===== config.mk =====
export PLATFORM = sky130hd
export DESIGN_NAME = seq_detector_param_flat
export DESIGN_NICKNAME = d
export VERILOG_FILES = /design/src/rtl/seq_det_pkg.sv /design/src/rtl/seq_detector_param_if.sv /design/src/rtl/sat_counter.sv /design/src/rtl/seq_detector_param.sv /design/src/flat_wrapper.sv
export SDC_FILE = /design/constraint.sdc
export NUM_CORES = 1
export LEC_CHECK = 0
export BUFFER_PORTS_ARGS = -buffer_cell sky130_fd_sc_hd__buf_2
export CAP_MARGIN = 40
export CORE_MARGIN = 1.5
export CORE_UTILIZATION = 43
export CTS_CLUSTER_DIAMETER = 100
export DETAILED_ROUTE_END_ITERATION = 8
export SLEW_MARGIN = 20
export SYNTH_ARGS = -nofsm -noshare
export SYNTH_HDL_FRONTEND = slang
export SYNTH_SLANG_ARGS = --single-unit

===== constraint.sdc =====
create_clock -name clk -period 3.2 [get_ports clk]
set_clock_uncertainty 0.05 [all_clocks]
set_input_delay 0.48 -clock clk [delete_from_list [all_inputs] [get_ports clk]]
set_output_delay 0.48 -clock clk [all_outputs]
set_load 0.03 [all_outputs]

===== src/rtl/seq_det_pkg.sv =====
// Shared types and reset defaults for the
// parameterised serial sequence detector.
package seq_det_pkg;

  typedef enum logic [1:0] {
    IDLE    = 2'b00,
    FILLING = 2'b01,
    ARMED   = 2'b10
  } det_state_e;

  localparam logic [7:0] DEF_PAT = 8'b0001_1011;
  localparam int         DEF_LEN = 5;
  localparam bit         DEF_OVL = 1'b1;

endpackage


===== src/rtl/seq_detector_param_if.sv =====
// Serial data, configuration and result bundle
// of the sequence detector.
interface seq_detector_param_if #(
  parameter int PAT_W = 8,
  parameter int CNT_W = 8
);
  localparam int LEN_W = $clog2(PAT_W + 1);

  logic             In;
  logic             in_valid;
  logic             load;
  logic [PAT_W-1:0] pattern;
  logic [LEN_W-1:0] pat_len;
  logic             overlap;
  logic             clr_cnt;
  logic             Out;
  logic [CNT_W-1:0] match_count;

  modport master (
    output In, in_valid, load,
    output pattern, pat_len, overlap,
    output clr_cnt,
    input  Out, match_count
  );

  modport slave (
    input  In, in_valid, load,
    input  pattern, pat_len, overlap,
    input  clr_cnt,
    output Out, match_count
  );

endinterface


===== src/rtl/sat_counter.sv =====
// Saturating up-counter with a clear strobe
// that overrides a coincident increment.
module sat_counter #(
  parameter int W = 8
) (
  input  logic         clk,
  input  logic         reset,
  input  logic         inc,
  input  logic         clr,
  output logic [W-1:0] count
);

  localparam logic [W-1:0] MAX = {W{1'b1}};

  always_ff @(posedge clk) begin
    if (!reset) begin
      count <= '0;
    end else if (clr) begin
      count <= '0;
    end else if (inc && count != MAX) begin
      count <= count + W'(1);
    end
  end

endmodule


===== src/rtl/seq_detector_param.sv =====
// Serial pattern detector with runtime-loadable
// pattern/length/overlap and a saturating match count.
module seq_detector_param
  import seq_det_pkg::*;
#(
  parameter int               PAT_W   = 8,
  parameter int               CNT_W   = 8,
  parameter logic [PAT_W-1:0] DEF_PAT = PAT_W'(seq_det_pkg::DEF_PAT),
  parameter int               DEF_LEN = seq_det_pkg::DEF_LEN,
  parameter bit               DEF_OVL = seq_det_pkg::DEF_OVL
) (
  input logic                  clk,
  input logic                  reset,
  seq_detector_param_if.slave  bus
);

  localparam int LEN_W = $clog2(PAT_W + 1);
  localparam logic [LEN_W-1:0] LEN_MAX = LEN_W'(PAT_W);

  det_state_e       state;
  det_state_e       state_n;
  logic [PAT_W-1:0] hist;
  logic [PAT_W-1:0] hist_n;
  logic [PAT_W-1:0] hist_sh;
  logic [PAT_W-1:0] cfg_pat;
  logic [PAT_W-1:0] len_mask;
  logic [LEN_W-1:0] fill;
  logic [LEN_W-1:0] fill_n;
  logic [LEN_W-1:0] fill_inc;
  logic [LEN_W-1:0] cfg_len;
  logic [LEN_W-1:0] len_in;
  logic [CNT_W-1:0] cnt;
  logic             cfg_ovl;
  logic             out_q;
  logic             acc;
  logic             hit;

  assign acc      = bus.in_valid & ~bus.load;
  assign hist_sh  = {hist[PAT_W-2:0], bus.In};
  assign fill_inc = (fill == LEN_MAX) ? fill
                                      : fill + LEN_W'(1);
  assign len_mask = ~({PAT_W{1'b1}} << cfg_len);

  // Compare only the active low cfg_len bits after the shift.
  assign hit = acc
            && (((hist_sh ^ cfg_pat) & len_mask) == '0)
            && (fill_inc >= cfg_len);

  assign len_in = (bus.pat_len == '0 || bus.pat_len > LEN_MAX)
                ? LEN_MAX : bus.pat_len;

  always_ff @(posedge clk) begin
    if (!reset) begin
      state   <= IDLE;
      hist    <= '0;
      fill    <= '0;
      out_q   <= 1'b0;
      cfg_pat <= DEF_PAT;
      cfg_len <= LEN_W'(DEF_LEN);
      cfg_ovl <= DEF_OVL;
    end else begin
      state <= state_n;
      hist  <= hist_n;
      fill  <= fill_n;
      out_q <= hit;
      if (bus.load) begin
        cfg_pat <= bus.pattern;
        cfg_len <= len_in;
        cfg_ovl <= bus.overlap;
      end
    end
  end

  always_comb begin
    state_n = state;
    hist_n  = hist;
    fill_n  = fill;
    unique case (1'b1)
      bus.load: begin
        state_n = IDLE;
        hist_n  = '0;
        fill_n  = '0;
      end
      acc: begin
        if (hit && !cfg_ovl) begin
          state_n = IDLE;
          hist_n  = '0;
          fill_n  = '0;
        end else begin
          hist_n  = hist_sh;
          fill_n  = fill_inc;
          state_n = (fill_inc >= cfg_len) ? ARMED
                                          : FILLING;
        end
      end
      default: ;
    endcase
  end

  sat_counter #(
    .W(CNT_W)
  ) u_cnt (
    .clk  (clk),
    .reset(reset),
    .inc  (hit),
    .clr  (bus.clr_cnt),
    .count(cnt)
  );

  assign bus.Out         = out_q;
  assign bus.match_count = cnt;

endmodule


===== src/flat_wrapper.sv =====
// flat-port wrapper written by rule: the top's interface ports become plain ports
module seq_detector_param_flat import seq_det_pkg::*;
#(
  parameter int               PAT_W   = 8,
  parameter int               CNT_W   = 8,
  parameter logic [PAT_W-1:0] DEF_PAT = PAT_W'(seq_det_pkg::DEF_PAT),
  parameter int               DEF_LEN = seq_det_pkg::DEF_LEN,
  parameter bit               DEF_OVL = seq_det_pkg::DEF_OVL
)
  (clk, reset, bus_In, bus_in_valid, bus_load, bus_pattern, bus_pat_len, bus_overlap, bus_clr_cnt, bus_Out, bus_match_count);
  seq_detector_param_if #(.PAT_W(PAT_W), .CNT_W(CNT_W)) bus_i ();
  input logic clk;
  input logic reset;
  input wire logic [$bits(bus_i.In)-1:0] bus_In;
  input wire logic [$bits(bus_i.in_valid)-1:0] bus_in_valid;
  input wire logic [$bits(bus_i.load)-1:0] bus_load;
  input wire logic [$bits(bus_i.pattern)-1:0] bus_pattern;
  input wire logic [$bits(bus_i.pat_len)-1:0] bus_pat_len;
  input wire logic [$bits(bus_i.overlap)-1:0] bus_overlap;
  input wire logic [$bits(bus_i.clr_cnt)-1:0] bus_clr_cnt;
  output wire logic [$bits(bus_i.Out)-1:0] bus_Out;
  output wire logic [$bits(bus_i.match_count)-1:0] bus_match_count;
  assign bus_i.In = bus_In;
  assign bus_i.in_valid = bus_in_valid;
  assign bus_i.load = bus_load;
  assign bus_i.pattern = bus_pattern;
  assign bus_i.pat_len = bus_pat_len;
  assign bus_i.overlap = bus_overlap;
  assign bus_i.clr_cnt = bus_clr_cnt;
  assign bus_Out = bus_i.Out;
  assign bus_match_count = bus_i.match_count;
  seq_detector_param #(.PAT_W(PAT_W), .CNT_W(CNT_W), .DEF_PAT(DEF_PAT), .DEF_LEN(DEF_LEN), .DEF_OVL(DEF_OVL)) u_core (.clk(clk), .reset(reset), .bus(bus_i));
endmodule

==> results.txt <==
The run finished with clean final reports. Leaving out fill and tap cells, the most frequent cell in the layout is sky130_fd_sc_hd__dfxtp_1. After synthesis the cells add up to 0.00165 sq mm.

The DRC violation count after routing was 0. The overall routing resource usage is 0.192, and the total power of the final layout is 827 uW. The per-instance average area after synthesis was 9.26 sq um.

The logs give 4 for the detailed-routing iteration count for the pre-antenna-repair pass and 0.00421 sq mm for the area enclosed by the die boundary. The number of antenna diodes in the final layout is 0. The worst slew margin relative to its limit was 0.555. STA classifies the critical path startpoint as a register. Entering global routing, the biggest net connects 20 pins.

The routed design has 3.63 mm of wire. The congestion estimate from routability-driven global placement came to 0.858. The worst slack at placement was 0.307 ns. The critical path is of the reg2reg type. The worst-case IR drop observed on VDD is 0.000221 V.

The buffer cell driving the clock tree root is sky130_fd_sc_hd__clkbuf_8. Power spread over the standard cell area amounts to 431 mW/mm^2. The initialized floorplan defines 22 standard-cell rows. Summing over every cut layer, the via total after detailed routing is 1434.

The internal portion of total power was 631 uW; the number of maximum-capacitance constraint violations was 0. Summing all non-filler instances in the final layout gives an area of 0.00192 sq mm. The peak fanout along the critical path came out at 7. The floorplan step set the die height to 64.9 um. After filler insertion, the fill cell instance count of the layout stands at 345. Combinational share of power: 0.097. Summing all multi-input logic gate instances after layout gives 923 sq um. Dividing the detail-routed via count by the number of cells gives 5.60.

The final max-slew violation count was 0; the number of register bits inferred by synthesis was 33. The worst hold path belongs to the class in2reg. The run gives 33 as the count of clock tree sinks.

The number of global-route vias before repair came out at 1361. The tools report the initial antenna violation count as 0. After clock tree synthesis, the clock-pin slew on the worst setup and hold paths is 0.06 ns. The data arrival time of the critical path was 3.09 ns.

The fraction of the yosys area taken by sequential cells came out at 0.401. Traced cell by cell, the critical path runs through inv_1 > ha_1 > nand2_1 > nor2_1 > xnor2_1 > ha_1 > nand2b_1 > a2111o_1 > and3_2 > a31oi_1 > buf_4 > a22o_1. The count of buffers from port buffering is 27.

Counting every instance in the synthesized netlist gives 178. CTS built an H-tree with a depth of 2. TritonCTS built the clock tree. Including well taps, the total number of placed cells is 249. 28 I/O pins were placed. For the worst-skew pair, the clock arrives at the later sink with an insertion delay of 0.28 ns. The area added between synthesis and finish was 16.4%; the die span in x was 64.9 um. The number of nets in the synthesized netlist is 204. The number of nets with antenna violations after routing was 0; the placed wire-length estimate was 2.67 mm. The total overflow left after global routing is 0.

The share of total power in the clock network is 0.376. The TritonCTS buffer count came out at 5. STA classifies the critical path endpoint as a register. In this design, the largest share of critical-path delay is due to compound AO/OA/AOI/OAI gates.

The post-route fraction of the period consumed by the critical path is 0.911, and the hold violation total from the final report is 0. In this run the standard cell core region covers 0.00366 sq mm. The area taken by flip-flops and latches is 661 sq um, and the number of unique standard cell types used by synthesis is 43. The number of setup violations in the final report was 0. The worst endpoint required time is 3.37 ns, and the reported net switching power is 196 uW. The worst path meets setup with 0.286 ns of slack. Cell with the largest stage delay on the worst path: sky130_fd_sc_hd__a2111o_1. The area of placed instances was 0.00183 sq mm; the post-cts hold buffer count was 0. The time the final worst path needs with I/O delays and setup came out at 2.91 ns. The total buffers and inverters traversed by the critical path was 2; the count of cells resized by post-cts repair was 0. Setup repair after global routing left no endpoint under its margin. The run gives 0.527 as the sequential share of power. Dividing the detail-routed wire length by the instance count gives 14.2 um. By instance count, the cell type seen most on the critical path is sky130_fd_sc_hd__ha_1. The first global-routing pass estimated 6.25 mm of wire. The number of nets in the layout was 234; the switching part of the total was 0.237. For the starting DRC count in detailed routing, the log shows 89. The run gives 0.450 as the starting density of the core. The run gives 0 ns as the setup total negative slack. The maximum single-stage delay on the critical path works out to 0.47 ns. The maximum clock path buffer count came out at 2. During synthesis, Yosys emitted a total of 0 warnings. In this run the static leakage power is 0.000827 uW. The logs give 0 for the setup fix buffers added after clock tree synthesis and 343 MHz for the highest clock frequency the design can meet. For the pin with the worst max-slew slack, the measured transition is 0.668 ns. Leaving out fill and tap cells, the most frequent cells in the layout are sky130_fd_sc_hd__dfxtp_1, sky130_fd_sc_hd__buf_2, sky130_fd_sc_hd__nand2_1. The share of cells above drive strength 1 came out at 0.197. For this run, the number of standard cells in the final layout without fillers is 256.
logic make-up (layout without fill, tap and decap cells):
kind of cell / count (synthesis) / after routing / synth area share
AO/OA/AOI/OAI: 41 / 41 / 0.181
buffers and inverters: 15 / 45 / 0.0387
AND/OR/NAND/NOR: 62 / 62 / 0.213
XOR/XNOR: 10 / 10 / 0.0531
flip-flops: 33 / 33 / 0.401
multiplexers: 10 / 10 / 0.0607
adder cells (fa/ha/maj): 7 / 7 / 0.0531
registers in the layout (all words and copies together), names as in the netlist:
name,cells
u_core.cfg_len,4
u_core.hist,7
u_core.bus.Out,1
u_core.cfg_ovl,1
u_core.u_cnt.count,8
u_core.cfg_pat,8
u_core.fill,4
per-layer routing:
metal | track usage | vias to the layer above | routed length [um]
li1 | - | 714 | -
met1 | 0.241 | 679 | 1710
met2 | 0.312 | 36 | 1710
met3 | 0.0556 | 5 | 169
met4 | 0.0665 | 0 | 34
met5 | 0 | - | 0
through the flow:
step,utilization,hold WS (ns)
after CTS,0.524,0.361
after floorplan,-,0.412
after global placement,0.500,0.429
after global routing,0.524,0.375
after detailed placement,0.500,0.434
final,0.524,0.368
final timing paths:
kind	start	endpoint	slack (ns)	cells after the start
hold reg to reg	u_core.cfg_pat[4]$_SDFFE_PN1P_	u_core.cfg_pat[4]$_SDFFE_PN1P_	0.45	2
setup reg to reg	u_core.fill[0]$_SDFFE_PN0P_	u_core.hist[4]$_SDFFE_PN0P_	0.29	12
setup / recovery	u_core.fill[0]$_SDFFE_PN0P_	u_core.hist[4]$_SDFFE_PN0P_	0.29	12
hold / removal	bus_pattern[1]	u_core.cfg_pat[1]$_SDFFE_PN1P_	0.37	3
cells in the mapped netlist, drive strengths merged:
cell type	instances	area share
nor3	2	0.0061
a21oi	8	0.024
a222oi	1	0.0061
mux2i	10	0.061
and4b	1	0.0061
a31oi	1	0.0038
o211ai	1	0.0046
a22o	10	0.053
or3	5	0.020
nand4	3	0.011
a41o	1	0.0061
dfxtp	33	0.40
o211a	1	0.0061
nor4	3	0.011
clkbuf	5	0.011
buf	2	0.0091
xor2	6	0.032
o21ai	8	0.024
and2	1	0.0038
xnor2	4	0.021
and3	4	0.017
ha	7	0.053
nand2	16	0.036
a211o	1	0.0061
nand4b	1	0.0053
nor2b	8	0.030
o221ai	2	0.011
a21o	1	0.0053
a2111o	1	0.0068
nor2	3	0.0068
o21a	1	0.0046
nor3b	1	0.0046
and4	1	0.0053
a221oi	1	0.0053
o31ai	3	0.014
inv	8	0.018
nand3b	1	0.0046
or4	3	0.014
nand2b	4	0.015
nand3	5	0.015
power by group through the flow:
stage	clock (uW)	sequential (uW)	combinational [uW]
floorplan	0	439	58.4
global placement	0	444	77.8
detailed placement	0	444	80.5
CTS	320	435	80.8
global route	342	437	90.2
finish	311	435	80.2
worst min-delay path, stage by stage:
cell,delay (ns)
sky130_fd_sc_hd__buf_2,0.07
sky130_fd_sc_hd__mux2i_1,0.05
sky130_fd_sc_hd__nand2_1,0.06
area by class of cell:
type,count,share of cell area
tap,48,0.0313
inverter,8,0.0157
sequential,33,0.344
multi-input combinational,130,0.481
timing repair buffer,30,0.0822
clock buffer,7,0.0450
(Power assumes the default switching activity.)
